--- src/rtl/sp1_fifo.sv ---
// sp1_fifo: first-word-fall-through FIFO with registered overflow/underflow pulses,
// feeding the sp1_ff enabled register stage.
module sp1_fifo #(
    parameter int DW    = 32,
    parameter int DEPTH = 4,
    parameter int AW    = 2
) (
    input  logic          clk,
    input  logic          rst,
    input  logic          wr_en,
    input  logic [DW-1:0] wr_data,
    input  logic          rd_en,
    output logic [DW-1:0] rd_data,
    output logic          empty,
    output logic          full,
    output logic [AW:0]   count,
    output logic          ovf,
    output logic          udf
);
    logic [DW-1:0] mem [DEPTH];
    logic [AW-1:0] wr_ptr_q, rd_ptr_q;
    logic [AW:0]   count_q, count_d;
    logic          ovf_q, udf_q, push, pop;

    assign empty = count_q == '0;
    assign full  = count_q == (AW+1)'(DEPTH);
    // A pop at full frees the slot in the same edge, so a simultaneous push is accepted.
    assign push  = wr_en && (!full || rd_en);
    assign pop   = rd_en && !empty;
    assign count_d = count_q + (AW+1)'(push) - (AW+1)'(pop);

    always_ff @(posedge clk or posedge rst) begin
        if (rst) begin
            wr_ptr_q <= '0;
            rd_ptr_q <= '0;
            count_q  <= '0;
            ovf_q    <= 1'b0;
            udf_q    <= 1'b0;
        end else begin
            wr_ptr_q <= push ? wr_ptr_q + 1'b1 : wr_ptr_q;
            rd_ptr_q <= pop ? rd_ptr_q + 1'b1 : rd_ptr_q;
            count_q  <= count_d;
            ovf_q    <= wr_en && !push;
            udf_q    <= rd_en && empty;
        end
    end

    always_ff @(posedge clk) begin
        if (push) mem[wr_ptr_q] <= wr_data;
    end

    assign rd_data = empty ? '0 : mem[rd_ptr_q];
    assign count   = count_q;
    assign ovf     = ovf_q;
    assign udf     = udf_q;

`ifndef SYNTHESIS
    always @(posedge clk) begin
        if (!rst && $isunknown({wr_en, rd_en})) $error("sp1_fifo: X on control at %0t", $time);
    end
`endif
endmodule

--- config.mk ---
export PLATFORM = sky130hd
export DESIGN_NAME = sp1_fifo
export DESIGN_NICKNAME = d
export VERILOG_FILES = /design/src/rtl/sp1_fifo.sv
export SDC_FILE = /design/constraint.sdc
export NUM_CORES = 1
export LEC_CHECK = 0
export BUFFER_PORTS_ARGS = -buffer_cell sky130_fd_sc_hd__clkbuf_2
export CAP_MARGIN = 20
export CORE_MARGIN = 2
export CORE_UTILIZATION = 55
export CTS_CLUSTER_DIAMETER = 150
export DETAILED_ROUTE_END_ITERATION = 16
export PLACE_DENSITY_LB_ADDON = 0.08
export SLEW_MARGIN = 5
export SYNTH_ARGS = -nofsm -noshare
export SYNTH_HDL_FRONTEND = slang
export SYNTH_SLANG_ARGS = --single-unit
--- constraint.sdc ---
create_clock -name clk -period 5 [get_ports clk]
set_input_delay 0.75 -clock clk [delete_from_list [all_inputs] [get_ports clk]]
set_output_delay 0.75 -clock clk [all_outputs]
set_load 0.005 [all_outputs]
==> impl_metrics.toml <==
[clock_network]
clock_path_buffers = 2
post_cts_buffers = 0
cts_made_buffers = 17
clk_pin_slew_ns = 0.06
clock_latency_ns = 0.50
hold_buffers = 0
cts_tree = "yes"
ctsHtreeMaxLevel = 4
clock-sinks = 137
cts-root-buf = "clkbuf_8"
ctsResizeCount = 0

[cells_and_area]
fillers = 594
postLayoutCoreUtil = 0.690
layout_commonest_cell = "edfxtp_1"
layout_common_cells = "128 x edfxtp_1, 74 x clkbuf_2, 33 x nor2b_1"
n_antenna_cell = 0
nNetsFinal = 372
drive_gt1_frac = 0.433
syn_to_final_growth_pct = 20.8

[grt]
grt-ovfl-total = 0
grt_pass1_vias = 2611
grt_max_degree = 34
grtUsageMet2 = 0.298
grt_pass1_wl_um = 13600
busiest_layer = "met2"
globalRouteMet1Util = 0.241
grt_use_total = 0.184
use_met3 = 0.0465
antenna_found_initial = 0

[logic_synthesis]
netlist_instances = 245
synth-warning-count = 0
synth.avg_cell_area_sq_um = 21.7
yosysSeqAreaShare = 0.764
synth_seq_cells = 137
synthDistinctLibCells = 21
syn_area_sq_um = 5330
syn-num-nets = 288

[sta]
worst_pin_slew_ns = 0.907
whs_ns = 0.185
slew_headroom = 0.395
report.final.setup_viol = 0
fin_ws_ns = 1.66
setup_tns_ns = 0
fin_crit_ns = 3.34
hold_viol = 0
rsz0062_at_grt = "false"
fin_crit_sh = 0.668
slew_violations = 0
finClkSkew_ns = 0.0136
max_freq_mhz = 299

[power]
p_leak_nw = 2.34
power.density_nw_per_um2 = 621
max-vdd-ir-drop_v = 0.000320

[critical_path]
worstPathArrival_ns = 2.59
timing.rr.end = "count[2]"
crit_family = "flip-flops"
slowest_stage = "dfrtp_2"
crit_chain = "buf_4 -> mux4_2 -> nor2b_1 -> clkbuf_2"
path_depth = 4
ff2ff_path_depth = 9
path_max_fanout = 24
timing.critical_path.buf_inv = 2
r2r_start = "count[2]"
required_ns = 4.25
cpPeakStageDelay_ns = 0.88
r2r_setup_slack_ns = 2.25
end_kind = "output pin"
start_kind = "flop"
critPathKind = "reg -> out"

[routing]
dr.pass1.iters = 4
via_count = 2512
wl_per_cell_um = 18.6
drc_errors = 0
viasPerCell = 5.33
routed_wl_um = 8750
drt-initial-drc-count = 111
final_antenna_net_count = 0

[run]
drv_cap = 0

[placement]
portBuffers = 74
dp_hpwl_um = 5110
post-place-ws_ns = 2.12
gp_congestion = 0.672

[floorplanning]
die-area_sq_um = 10500
core-area_sq_um = 9330
fp-row-count = 35
start_util = 0.571
die_y_um = 102
ios = 75
die_width_um = 102

[status]
outcome = "finished clean"

[hold_path]
hold_class = "in -> async"
==> cells in the mapped netlist <==
library cell    n  area [sq um]
and2_1          1          6.26
and2_2          4          30.0
buf_2           5          25.0
buf_4           3          22.5
clkbuf_1        3          11.3
dfrtp_1         9           225
edfxtp_1      128          3840
fa_1            1          20.0
ha_1            6          75.1
inv_1           8          30.0
mux2_4          1          15.0
mux4_2         32           721
nand2_1         1          3.75
nor2_1          1          3.75
nor2b_1        33           206
nor3_2          1          10.0
nor3b_1         1          7.51
o21a_4          1          15.0
or3b_4          1          11.3
xnor2_1         2          17.5
xor2_1          3          26.3
==> where the power goes <==
part / leakage (nW) / switching [mW] / total, mW / internal (mW)
clock network: 0.286 / 0.455 / 1.26 / 0.810
registers: 1.28 / 0.180 / 1.70 / 1.52
logic: 0.770 / 0.455 / 1.03 / 0.576
==> how the worst max path moves through the flow <==
| stage | start | to | slack, ns |
|---|---|---|---|
| 2_1_floorplan | count[1] | count[2] | 2.80 |
| 3_3_place_gp | rd_ptr_q[0] | rd_data[18] | 2.12 |
| 3_5_place_dp | rd_ptr_q[0] | rd_data[23] | 2.12 |
| 4_1_cts | rd_ptr_q[0] | rd_data[30] | 1.57 |
| 5_1_grt | rd_ptr_q[0] | rd_data[30] | 1.44 |
| 6_report | rd_ptr_q[0] | rd_data[18] | 1.66 |
==> state kept, by name, indices dropped and copies added (netlist names) <==
signal	count
mem	128
ovf	1
rd_ptr_q	2
udf	1
count	3
wr_ptr_q	2
==> per-layer routing <==
layer	up-vias	wire length (um)
met5	-	0
met2	87	4420
met3	6	462
met1	1280	3780
li1	1139	-
met4	0	84
==> layout make-up <==
cell class | count | area (sq um) | share of cell area
repair buffers | 76 | 385 | 0.0599
clock inverters | 15 | 198 | 0.0307
flip-flops and latches | 137 | 4070 | 0.633
inverters | 8 | 30.0 | 0.00467
multi-input cells | 89 | 1170 | 0.183
clock buffers | 17 | 414 | 0.0644
well taps | 129 | 161 | 0.0251
==> stage by stage <==
stage / instances / power, mW / area (sq um)
after floorplan: 245 / 2.37 / 5330
after global placement: 439 / 2.77 / 5820
after detailed placement: 439 / 2.79 / 5820
after CTS: 471 / 4.05 / 6430
after global routing: 471 / 4.22 / 6430
final: 471 / 4.00 / 6430
==> cells by family (layout without fill, tap and decap cells) <==
kind of cell / count (synthesis) / after routing / synth area share
simple gates: 43 / 43 / 0.0524
xor+xnor: 5 / 5 / 0.00822
flops: 137 / 137 / 0.764
compound gates: 1 / 1 / 0.00282
fa+ha+maj: 7 / 7 / 0.0179
buf+inv: 19 / 116 / 0.0167
mux: 33 / 33 / 0.138
Power figures use the tool's default switching activity.
